## src/rtl/picosoc_gpio_if.sv

```systemverilog
// PicoSoC iomem bus bundle for the GPIO peripheral.
// Handshake: the master holds valid and its request fields steady until ready;
// ready is a one-cycle pulse, and rdata is meaningful only while ready is high.
interface picosoc_gpio_if;
  logic        iomem_valid;
  logic        iomem_ready;
  logic [3:0]  iomem_wstrb;
  logic [31:0] iomem_addr;
  logic [31:0] iomem_wdata;
  logic [31:0] iomem_rdata;

  modport master (
    output iomem_valid, iomem_wstrb, iomem_addr, iomem_wdata,
    input  iomem_ready, iomem_rdata
  );

  modport slave (
    input  iomem_valid, iomem_wstrb, iomem_addr, iomem_wdata,
    output iomem_ready, iomem_rdata
  );
endinterface

```

## src/rtl/picosoc_gpio.sv

```systemverilog
// GPIO peripheral on the PicoSoC iomem bus: pad control registers, synchronised
// and optionally debounced inputs, and sticky edge interrupts merged into one irq.
module picosoc_gpio #(
  parameter int          NUM_PINS        = 8,
  parameter int          SYNC_STAGES     = 2,
  parameter int          DEBOUNCE_CYCLES = 0,
  parameter logic [7:0]  BASE_SEL        = 8'h07
) (
  input  logic                clk,
  input  logic                resetn,
  picosoc_gpio_if.slave       bus,
  input  logic [NUM_PINS-1:0] gpio_in,
  output logic [NUM_PINS-1:0] gpio_out,
  output logic [NUM_PINS-1:0] gpio_oeb,
  output logic [NUM_PINS-1:0] gpio_pu,
  output logic [NUM_PINS-1:0] gpio_pd,
  output logic                irq
);

  localparam logic [7:0] A_DATA = 8'h00;
  localparam logic [7:0] A_OEB  = 8'h04;
  localparam logic [7:0] A_PU   = 8'h08;
  localparam logic [7:0] A_PD   = 8'h0C;
  localparam logic [7:0] A_RISE = 8'h10;
  localparam logic [7:0] A_FALL = 8'h14;
  localparam logic [7:0] A_STAT = 8'h18;
  localparam logic [7:0] A_OUT  = 8'h1C;

  logic                ready_q;
  logic [31:0]         rdata_q;
  logic [31:0]         rd_val;
  logic [7:0]          off;
  logic                sel;
  logic                we;
  logic [NUM_PINS-1:0] out_q, oeb_q, pu_q, pd_q, rise_en_q, fall_en_q, status_q;
  logic [NUM_PINS-1:0] sync_q [SYNC_STAGES];
  logic [NUM_PINS-1:0] sync;
  logic [NUM_PINS-1:0] filt, filt_d;
  logic [NUM_PINS-1:0] set_ev, clr_ev;
  logic                unused_bits;

  function automatic logic [31:0] ext(input logic [NUM_PINS-1:0] v);
    ext = '0;
    ext[NUM_PINS-1:0] = v;
  endfunction

  // Byte-strobed update; bits above NUM_PINS simply do not exist.
  function automatic logic [NUM_PINS-1:0] merge(input logic [NUM_PINS-1:0] old,
                                                input logic [31:0] data,
                                                input logic [3:0] strb);
    for (int i = 0; i < NUM_PINS; i++)
      merge[i] = strb[i/8] ? data[i] : old[i];
  endfunction

  assign off = bus.iomem_addr[7:0];
  assign sel = bus.iomem_valid && !ready_q && (bus.iomem_addr[31:24] == BASE_SEL);
  assign we  = sel && (bus.iomem_wstrb != 4'b0000);

  assign bus.iomem_ready = ready_q;
  assign bus.iomem_rdata = rdata_q;
  assign unused_bits     = ^{bus.iomem_addr[23:8], bus.iomem_wdata};

  assign gpio_out = out_q;
  assign gpio_oeb = oeb_q;
  assign gpio_pu  = pu_q;
  assign gpio_pd  = pd_q;
  assign irq      = |status_q;

  always_comb begin
    rd_val = '0;
    case (off)
      A_DATA:  rd_val = ext(filt);
      A_OEB:   rd_val = ext(oeb_q);
      A_PU:    rd_val = ext(pu_q);
      A_PD:    rd_val = ext(pd_q);
      A_RISE:  rd_val = ext(rise_en_q);
      A_FALL:  rd_val = ext(fall_en_q);
      A_STAT:  rd_val = ext(status_q);
      A_OUT:   rd_val = ext(out_q);
      default: rd_val = '0;
    endcase
  end

  assign set_ev = (filt & ~filt_d & rise_en_q) | (~filt & filt_d & fall_en_q);
  assign clr_ev = (we && off == A_STAT) ? merge('0, bus.iomem_wdata, bus.iomem_wstrb) : '0;

  // rdata captures the pre-write value, so writes return read-then-write data.
  always_ff @(posedge clk or negedge resetn) begin
    if (!resetn) begin
      ready_q   <= 1'b0;
      rdata_q   <= '0;
      out_q     <= '0;
      oeb_q     <= '1;
      pu_q      <= '0;
      pd_q      <= '0;
      rise_en_q <= '0;
      fall_en_q <= '0;
      status_q  <= '0;
    end else begin
      ready_q  <= sel;
      rdata_q  <= sel ? rd_val : '0;
      status_q <= (status_q & ~clr_ev) | set_ev;
      if (we) begin
        case (off)
          A_DATA:  out_q     <= merge(out_q, bus.iomem_wdata, bus.iomem_wstrb);
          A_OEB:   oeb_q     <= merge(oeb_q, bus.iomem_wdata, bus.iomem_wstrb);
          A_PU:    pu_q      <= merge(pu_q, bus.iomem_wdata, bus.iomem_wstrb);
          A_PD:    pd_q      <= merge(pd_q, bus.iomem_wdata, bus.iomem_wstrb);
          A_RISE:  rise_en_q <= merge(rise_en_q, bus.iomem_wdata, bus.iomem_wstrb);
          A_FALL:  fall_en_q <= merge(fall_en_q, bus.iomem_wdata, bus.iomem_wstrb);
          default: ;
        endcase
      end
    end
  end

  always_ff @(posedge clk or negedge resetn) begin
    if (!resetn) begin
      for (int s = 0; s < SYNC_STAGES; s++) sync_q[s] <= '0;
      filt_d <= '0;
    end else begin
      sync_q[0] <= gpio_in;
      for (int s = 1; s < SYNC_STAGES; s++) sync_q[s] <= sync_q[s-1];
      filt_d <= filt;
    end
  end

  assign sync = sync_q[SYNC_STAGES-1];

  generate
    if (DEBOUNCE_CYCLES == 0) begin : g_nofilt
      always_ff @(posedge clk or negedge resetn) begin
        if (!resetn) filt <= '0;
        else         filt <= sync;
      end
    end else begin : g_filt
      localparam int CNT_W = (DEBOUNCE_CYCLES > 0) ? $clog2(DEBOUNCE_CYCLES + 1) : 1;
      localparam logic [CNT_W-1:0] CNT_LAST = CNT_W'(DEBOUNCE_CYCLES - 1);
      logic [CNT_W-1:0] cnt [NUM_PINS];

      // Any return to the accepted level restarts the stability count.
      always_ff @(posedge clk or negedge resetn) begin
        if (!resetn) begin
          filt <= '0;
          for (int i = 0; i < NUM_PINS; i++) cnt[i] <= '0;
        end else begin
          for (int i = 0; i < NUM_PINS; i++) begin
            if (sync[i] == filt[i]) begin
              cnt[i] <= '0;
            end else if (cnt[i] == CNT_LAST) begin
              filt[i] <= sync[i];
              cnt[i]  <= '0;
            end else if (cnt[i] != {CNT_W{1'b1}}) begin
              cnt[i] <= cnt[i] + CNT_W'(1);
            end
          end
        end
      end
    end
  endgenerate

endmodule

```

## src/flat_wrapper.sv

```systemverilog
// flat-port wrapper written by rule: the top's interface ports become plain ports
module picosoc_gpio_flat 
#(
  parameter int          NUM_PINS        = 8,
  parameter int          SYNC_STAGES     = 2,
  parameter int          DEBOUNCE_CYCLES = 0,
  parameter logic [7:0]  BASE_SEL        = 8'h07
)
  (clk, resetn, gpio_in, gpio_out, gpio_oeb, gpio_pu, gpio_pd, irq, bus_iomem_valid, bus_iomem_wstrb, bus_iomem_addr, bus_iomem_wdata, bus_iomem_ready, bus_iomem_rdata);
  picosoc_gpio_if bus_i ();
  input  logic clk;
  input  logic resetn;
  input  logic [NUM_PINS-1:0] gpio_in;
  output logic [NUM_PINS-1:0] gpio_out;
  output logic [NUM_PINS-1:0] gpio_oeb;
  output logic [NUM_PINS-1:0] gpio_pu;
  output logic [NUM_PINS-1:0] gpio_pd;
  output logic irq;
  input wire logic [$bits(bus_i.iomem_valid)-1:0] bus_iomem_valid;
  input wire logic [$bits(bus_i.iomem_wstrb)-1:0] bus_iomem_wstrb;
  input wire logic [$bits(bus_i.iomem_addr)-1:0] bus_iomem_addr;
  input wire logic [$bits(bus_i.iomem_wdata)-1:0] bus_iomem_wdata;
  output wire logic [$bits(bus_i.iomem_ready)-1:0] bus_iomem_ready;
  output wire logic [$bits(bus_i.iomem_rdata)-1:0] bus_iomem_rdata;
  assign bus_i.iomem_valid = bus_iomem_valid;
  assign bus_i.iomem_wstrb = bus_iomem_wstrb;
  assign bus_i.iomem_addr = bus_iomem_addr;
  assign bus_i.iomem_wdata = bus_iomem_wdata;
  assign bus_iomem_ready = bus_i.iomem_ready;
  assign bus_iomem_rdata = bus_i.iomem_rdata;
  picosoc_gpio #(.NUM_PINS(NUM_PINS), .SYNC_STAGES(SYNC_STAGES), .DEBOUNCE_CYCLES(DEBOUNCE_CYCLES), .BASE_SEL(BASE_SEL)) u_core (.clk(clk), .resetn(resetn), .bus(bus_i), .gpio_in(gpio_in), .gpio_out(gpio_out), .gpio_oeb(gpio_oeb), .gpio_pu(gpio_pu), .gpio_pd(gpio_pd), .irq(irq));
endmodule
```

## config.mk

```make
export PLATFORM = sky130hd
export DESIGN_NAME = picosoc_gpio_flat
export DESIGN_NICKNAME = d
export VERILOG_FILES = /design/src/rtl/picosoc_gpio_if.sv /design/src/rtl/picosoc_gpio.sv /design/src/flat_wrapper.sv
export SDC_FILE = /design/constraint.sdc
export NUM_CORES = 1
export LEC_CHECK = 0
export CAP_MARGIN = 20
export CORE_MARGIN = 3
export CORE_UTILIZATION = 40
export DETAILED_ROUTE_END_ITERATION = 10
export DONT_BUFFER_PORTS = 1
export HOLD_SLACK_MARGIN = 0.05
export SYNTH_ARGS = -nofsm -noshare
export SYNTH_HDL_FRONTEND = slang
export SYNTH_SLANG_ARGS = --single-unit
```

## constraint.sdc

```tcl
create_clock -name clk -period 3.38 [get_ports clk]
set_input_delay 1.014 -clock clk [delete_from_list [all_inputs] [get_ports clk]]
set_output_delay 1.014 -clock clk [all_outputs]
set_load 0.01 [all_outputs]
```

==> results.yml, run 1 <==
sta:
  max_slew_margin_pct: 59.8
  timing_worst_slew_pin_value_ns: 0.602
  final.setup.tns_ns: 0
  final-max-slew-violation-count: 0
  final.period_utilization_pct: 73.4
  finalWorstPathRequiredPeriod_ns: 2.48
  hold-worst-slack_ns: 0.345
  setup_viol: 0
  rsz0062_at_grt: "no"
  layout_skew_ns: 0.0107
  final-hold-violation-count: 0
  post-route-worst-setup-slack_ns: 0.900
  fmax_mhz: 403
clock_tree:
  ctsHtreeMaxLevel: 3
  post_cts.repair.setup_buffers: 0
  numCtsBuffers: 9
  ctsResizeCount: 0
  clkTransAtPathRegs_ns: 0.09
  clock_sinks: 97
  worstSkewPairLatency_ns: 0.35
  cts_tree: "built"
  cts_hold_repair.buffers: 0
  root_buffer: "sky130_fd_sc_hd__clkbuf_8"
  clockBufferDepth: 2
grt:
  globalRoute.totalOverflow: 0
  grt_pass1_vias: 2688
  grt_pass1_wl_mm: 15.0
  largest_net_degree_at_the_start_of_global_routing: 98
  grt_antenna_before_repair: 0
  groute.usage.overall_pct: 17.0
placed_design:
  postPlaceCellArea_um2: 4310
  gp_congestion: 0.801
  placement.io_buffers: 0
  placement.setup.worst_slack_ns: 0.484
  dpl.cell_count: 445
  detailedPlacementHpwl_mm: 6.34
floorplan:
  die-area_um2: 11800
  count_of_boundary_i_o_pins: 145
  core_region_area_um2: 10000
  die-height_um: 109
  effective_utilization_at_floorplan_pct: 42.2
  fp-row-count: 36
  dieWidth_um: 109
logic_synthesis:
  yosys_register_bits: 97
  synth_cells: 316
  synthDistinctLibCells: 33
  avgSynthCellArea_um2: 13.4
  seq_area_frac_synth_pct: 57.7
  cell_area_synth_um2: 4220
  yosysWarningCount: 0
pwr:
  p_sw_mw: 0.453
  switching_share_pct: 22.6
  internal_power_mw: 1.55
  power_mw: 2.01
  combPwrFrac_pct: 2.9
  vdd.ir_drop.worst_mv: 0.234
  power_per_cell_area_nw_per_um2: 445
  clock_power_share_pct: 37.9
  seq_power_share_pct: 59.2
  cellLeakagePower_nw: 2.03
run_status:
  run_status: "complete, no violations"
cells_and_area:
  mostFrequentLayoutCell: "sky130_fd_sc_hd__dfrtp_1"
  finalCoreUtilization_pct: 45.1
  fraction_of_final_layout_cells_sized_beyond_drive_strength_1_pct: 27.4
  design.final.nets: 402
  area_growth_syn_to_layout_pct: 6.81
  antenna-diode-count: 0
  final_cell_count_no_fill: 461
  finalInstanceArea_um2: 4510
  layout_common_cells: "sky130_fd_sc_hd__dfrtp_1, sky130_fd_sc_hd__mux2_2, sky130_fd_sc_hd__mux2i_1"
critical_path:
  critPathLaunchType: "primary input"
  path_max_fanout: 11
  timing.critical_path.required_ns: 3.62
  critical_path_class: "in2reg"
  kind_of_capture_point_of_the_worst_setup_path: "flip-flop"
  cp.arrival_ns: 2.72
drt:
  drt_wl_total_mm: 9.44
  vias_per_cell: 5.54
  first_iter_violations: 110
  wl_per_cell_um: 20.5
  antenna_left: 0
  drc: 0
  firstDrtPassIters: 4
  detailroute.via_count: 2554
worst_hold_path:
  holdCritPathClass: "in2async"
flow_run:
  drv_cap: 0
[registers in the layout (all words and copies together) (netlist names)]
| register | flops |
|---|---|
| u_core.sync | 8 |
| u_core.bus.iomem_ready | 1 |
| u_core.fall_en_q | 8 |
| u_core.gpio_oeb | 8 |
| u_core.bus.iomem_rdata | 8 |
| u_core.gpio_pd | 8 |
| u_core.rise_en_q | 8 |
| u_core.status_q | 8 |
| u_core.gpio_pu | 8 |
| u_core.gpio_out | 8 |
| u_core.sync_q | 8 |
| u_core.filt_d | 8 |
| u_core.filt | 8 |
[final cells by class]
class	instances	area, µm²
Sequential cell	97	2440
Clock buffer	9	124
Clock inverter	7	75.1
Fill cell	949	5490
Multi-Input combinational cell	206	1640
Timing Repair Buffer	9	67.6
Tap cell	133	166
[power groups by stage]
| stage | combinational, mW | sequential [mW] | clock, mW |
|---|---|---|---|
| detailed placement | 0.0570 | 1.21 | 0 |
| global placement | 0.0569 | 1.21 | 0 |
| global route | 0.0638 | 1.19 | 0.835 |
| finish | 0.0576 | 1.19 | 0.761 |
| floorplan | 0.0775 | 1.21 | 0 |
| CTS | 0.0572 | 1.19 | 0.792 |
[logic make-up after synthesis]
group,count (synthesis),synth area share [%]
AOI/OAI and AO/OA,32,4.74
buffers and inverters,36,5.63
DFF,97,57.7
muxes,80,20.4
other,1,0.0888
and+or+nand+nor,70,11.4
[worst max-delay path, stage by stage]
cell	delay, ns
sky130_fd_sc_hd__nor4b_2	0.25
sky130_fd_sc_hd__buf_4	0.23
sky130_fd_sc_hd__and3_1	0.24
sky130_fd_sc_hd__nand4_1	0.51
sky130_fd_sc_hd__mux2_2	0.47
[synthesized netlist by cell type]
master | count | area [µm²]
sky130_fd_sc_hd__nor2b_1 | 2 | 12.5
sky130_fd_sc_hd__or3_1 | 1 | 6.26
sky130_fd_sc_hd__nor2_1 | 9 | 33.8
sky130_fd_sc_hd__buf_4 | 25 | 188
sky130_fd_sc_hd__nor4b_2 | 1 | 15.0
sky130_fd_sc_hd__nand2b_1 | 1 | 6.26
sky130_fd_sc_hd__buf_1 | 1 | 3.75
sky130_fd_sc_hd__a22oi_1 | 8 | 60.1
sky130_fd_sc_hd__nor4_1 | 2 | 12.5
sky130_fd_sc_hd__nand3b_1 | 16 | 120
sky130_fd_sc_hd__nand3_1 | 18 | 90.1
sky130_fd_sc_hd__and3_1 | 2 | 12.5
sky130_fd_sc_hd__nand2_1 | 3 | 11.3
sky130_fd_sc_hd__buf_2 | 7 | 35.0
sky130_fd_sc_hd__nand4_1 | 2 | 12.5
sky130_fd_sc_hd__conb_1 | 1 | 3.75
sky130_fd_sc_hd__clkbuf_1 | 3 | 11.3
sky130_fd_sc_hd__nor4_2 | 1 | 12.5
sky130_fd_sc_hd__nor3_1 | 2 | 10.0
sky130_fd_sc_hd__dfstp_2 | 8 | 210
sky130_fd_sc_hd__mux2i_1 | 32 | 320
sky130_fd_sc_hd__nor3_4 | 1 | 16.3
sky130_fd_sc_hd__and4bb_2 | 1 | 12.5
sky130_fd_sc_hd__nor3b_1 | 1 | 7.51
sky130_fd_sc_hd__dfrtp_1 | 89 | 2230
sky130_fd_sc_hd__o21ai_0 | 8 | 40.0
sky130_fd_sc_hd__nand4_2 | 2 | 25.0
sky130_fd_sc_hd__and2_0 | 1 | 6.26
sky130_fd_sc_hd__nor4_4 | 2 | 42.5
sky130_fd_sc_hd__mux2_2 | 48 | 541
sky130_fd_sc_hd__o22ai_1 | 16 | 100
sky130_fd_sc_hd__or3b_1 | 1 | 8.76
sky130_fd_sc_hd__nor4b_1 | 1 | 8.76
[worst paths after layout]
check / from / to / slack (ns) / depth (start not counted)
max: bus_iomem_addr[27] / u_core.fall_en_q[7] / 0.90 / 5
min: resetn / u_core.sync_q[12] / 0.34 / 0
max reg2reg: u_core.bus.iomem_ready / u_core.fall_en_q[7] / 1.29 / 4
min reg2reg: u_core.sync_q[15] / u_core.sync[7] / 0.35 / 0
max in group asynchronous: resetn / u_core.gpio_oeb[7] / 2.78 / 0
min in group clk: u_core.sync_q[15] / u_core.sync[7] / 0.35 / 0
[layer usage]
metal / GRT usage, % / wire [µm] / vias up
li1: - / - / 1120
met1: 23.0 / 3910 / 1314
met5: 0 / 0 / -
met3: 6.75 / 983 / 4
met4: 4.15 / 57 / 0
met2: 25.6 / 4490 / 116
No activity file was read; power rests on OpenSTA's default activity.
==> run 2: changes to the inputs <==
==> constraint.sdc (replaced) <==
create_clock -name clk -period 2 [get_ports clk]
set_input_delay 0.6 -clock clk [delete_from_list [all_inputs] [get_ports clk]]
set_output_delay 0.6 -clock clk [all_outputs]
set_load 0.01 [all_outputs]
==> run 2 against run 1 <==
Clock skew decreased by 0.0025 ns. Register-to-register slack got worse by 1.1 ns. Clock-buffer cell count increased by 4. Critical path type is now reg2out. First-iteration DRC count increased by 79%. Sequential power increased by 69%. The run now ends with negative hold slack left.
==> results.yml, run 2 (same netlist as run 1, synthesis figures left out) <==
run_status:
  run_status: "finished with violations"
  failed_checks: "negative hold slack"
pwr:
  switching_share_pct: 21.9
  combPwrFrac_pct: 3.2
  power_per_cell_area_nw_per_um2: 702
  internal_power_mw: 2.56
  cellLeakagePower_nw: 2.12
  vdd.ir_drop.worst_mv: 0.492
  seq_power_share_pct: 61.3
  clock_power_share_pct: 35.4
  p_sw_mw: 0.718
drt:
  vias_per_cell: 5.43
  antenna_left: 0
  drt_wl_total_mm: 9.74
  wl_per_cell_um: 20.4
  detailroute.via_count: 2594
  drc: 0
  first_iter_violations: 197
  firstDrtPassIters: 4
clock_tree:
  cts_tree: "built"
  numCtsBuffers: 9
  clock_sinks: 97
  post_cts.repair.setup_buffers: 0
  root_buffer: "sky130_fd_sc_hd__clkbuf_8"
  clockBufferDepth: 2
  ctsResizeCount: 0
  worstSkewPairLatency_ns: 0.36
  clkTransAtPathRegs_ns: 0.09
  ctsHtreeMaxLevel: 3
critical_path:
  regToRegSetupSlack_ns: 0.23
  timing.critical_path.required_ns: 1.40
  critPathLaunchType: "flip-flop"
  crit_end: "irq"
  critPathSlowestCell: "sky130_fd_sc_hd__dfrtp_1"
  path_max_fanout: 3
  kind_of_capture_point_of_the_worst_setup_path: "output pin"
  cpPeakStageDelay_ns: 0.42
  crit-reg2reg-capture: "u_core.gpio_pu[7]"
  setup.worst_path.start: "u_core.status_q[5]"
  critical_path_class: "reg2out"
  timing.rr.start: "u_core.bus.iomem_ready"
  worstPathCellList: "nor4_1, nand2_1"
  timing.reg2reg.worst_path_depth: 5
  cp.arrival_ns: 1.32
placed_design:
  placement.io_buffers: 0
  placement.setup.worst_slack_ns: -0.0883
  detailedPlacementHpwl_mm: 6.55
  gp_congestion: 0.796
grt:
  largest_net_degree_at_the_start_of_global_routing: 98
  grt_pass1_vias: 2734
  groute.usage.overall_pct: 17.4
  grt_antenna_before_repair: 0
  grt_pass1_wl_mm: 15.2
  globalRoute.totalOverflow: 0
sta:
  rsz0062_at_grt: "no"
  post-route-worst-setup-slack_ns: 0.0778
  final-max-slew-violation-count: 0
  final.period_utilization_pct: 96.1
  layout_skew_ns: 0.00824
  finalWorstPathRequiredPeriod_ns: 1.92
  setup_viol: 0
  fmax_mhz: 520
  final-hold-violation-count: 89
  hold-worst-slack_ns: -0.0794
floorplan:
  dieWidth_um: 109
  fp-row-count: 36
  core_region_area_um2: 10000
  die-area_um2: 11800
  die-height_um: 109
  count_of_boundary_i_o_pins: 145
  effective_utilization_at_floorplan_pct: 42.2
worst_hold_path:
  holdCritPathClass: "in2async"
flow_run:
  drv_cap: 0
cells_and_area:
  layout_common_cells: "sky130_fd_sc_hd__dfrtp_1, sky130_fd_sc_hd__mux2_2, sky130_fd_sc_hd__mux2i_1"
  final.fill_count: 910
  fraction_of_final_layout_cells_sized_beyond_drive_strength_1_pct: 30.7
  area_growth_syn_to_layout_pct: 10.4
  design.final.nets: 419
  antenna-diode-count: 0
  mostFrequentLayoutCell: "sky130_fd_sc_hd__dfrtp_1"
==> run 2: worst min path at each step <==
stage	end	slack (ns)	cells after the start
after floorplan	u_core.bus.iomem_rdata[0]	0.30	0
after global placement	u_core.sync_q[12]	0.31	0
after detailed placement	u_core.sync[4]	0.31	0
after CTS	u_core.status_q[5]	-0.1	0
after global routing	u_core.sync[4]	-0.11	0
final	u_core.sync_q[12]	-0.08	0
==> run 2: layer usage <==
metal	wire (µm)	track usage [%]	vias to the layer above
li1	-	-	1157
met1	4170	23.3	1302
met2	4460	26.4	122
met3	931	5.98	13
met4	174	6.04	0
met5	0	0	-
==> run 2: area by class of cell <==
class / instances / area [µm²] / share of cell area, %
Clock buffer: 13 / 159 / 3.41
Clock inverter: 3 / 15.0 / 0.322
Multi-Input combinational cell: 206 / 1650 / 35.4
Sequential cell: 97 / 2440 / 52.3
Tap cell: 133 / 166 / 3.57
Timing Repair Buffer: 26 / 233 / 4.99
==> run 2: critical path: cells and delay by family (launching register included) <==
family	cells	cell delay (ns)
flip-flops	1	0.42
AND/OR/NAND/NOR	2	0.54
==> run 2: power by group through the flow <==
stage | sequential (mW) | combinational [mW] | clock, mW
after detailed placement | 2.05 | 0.104 | 0
final | 2.01 | 0.106 | 1.16
after global routing | 2.01 | 0.116 | 1.27
after floorplan | 2.04 | 0.132 | 0
after global placement | 2.05 | 0.105 | 0
after CTS | 2.01 | 0.105 | 1.20
==> run 2: metrics by stage <==
| step | cells | utilization, % | area (µm²) | total power [mW] | TNS, ns |
|---|---|---|---|---|---|
| after floorplan | 339 | - | 4320 | 2.17 | -1.15 |
| after global placement | 462 | 44.9 | 4490 | 2.15 | -1.01 |
| after detailed placement | 462 | 44.9 | 4490 | 2.15 | -1.36 |
| after CTS | 478 | 46.6 | 4660 | 3.31 | 0 |
| after global routing | 478 | 46.6 | 4660 | 3.40 | 0 |
| final | 478 | 46.6 | 4660 | 3.27 | 0 |
==> run 3: changes to the inputs <==
--- a/config.mk
+++ b/config.mk
@@ -11,6 +11,7 @@
 export DETAILED_ROUTE_END_ITERATION = 10
 export DONT_BUFFER_PORTS = 1
 export HOLD_SLACK_MARGIN = 0.05
+export SKIP_CTS_REPAIR_TIMING = 1
 export SYNTH_ARGS = -nofsm -noshare
 export SYNTH_HDL_FRONTEND = slang
 export SYNTH_SLANG_ARGS = --single-unit
==> results of run 3 <==
The final DEF is identical to that of run 2; final timing and power are the same.
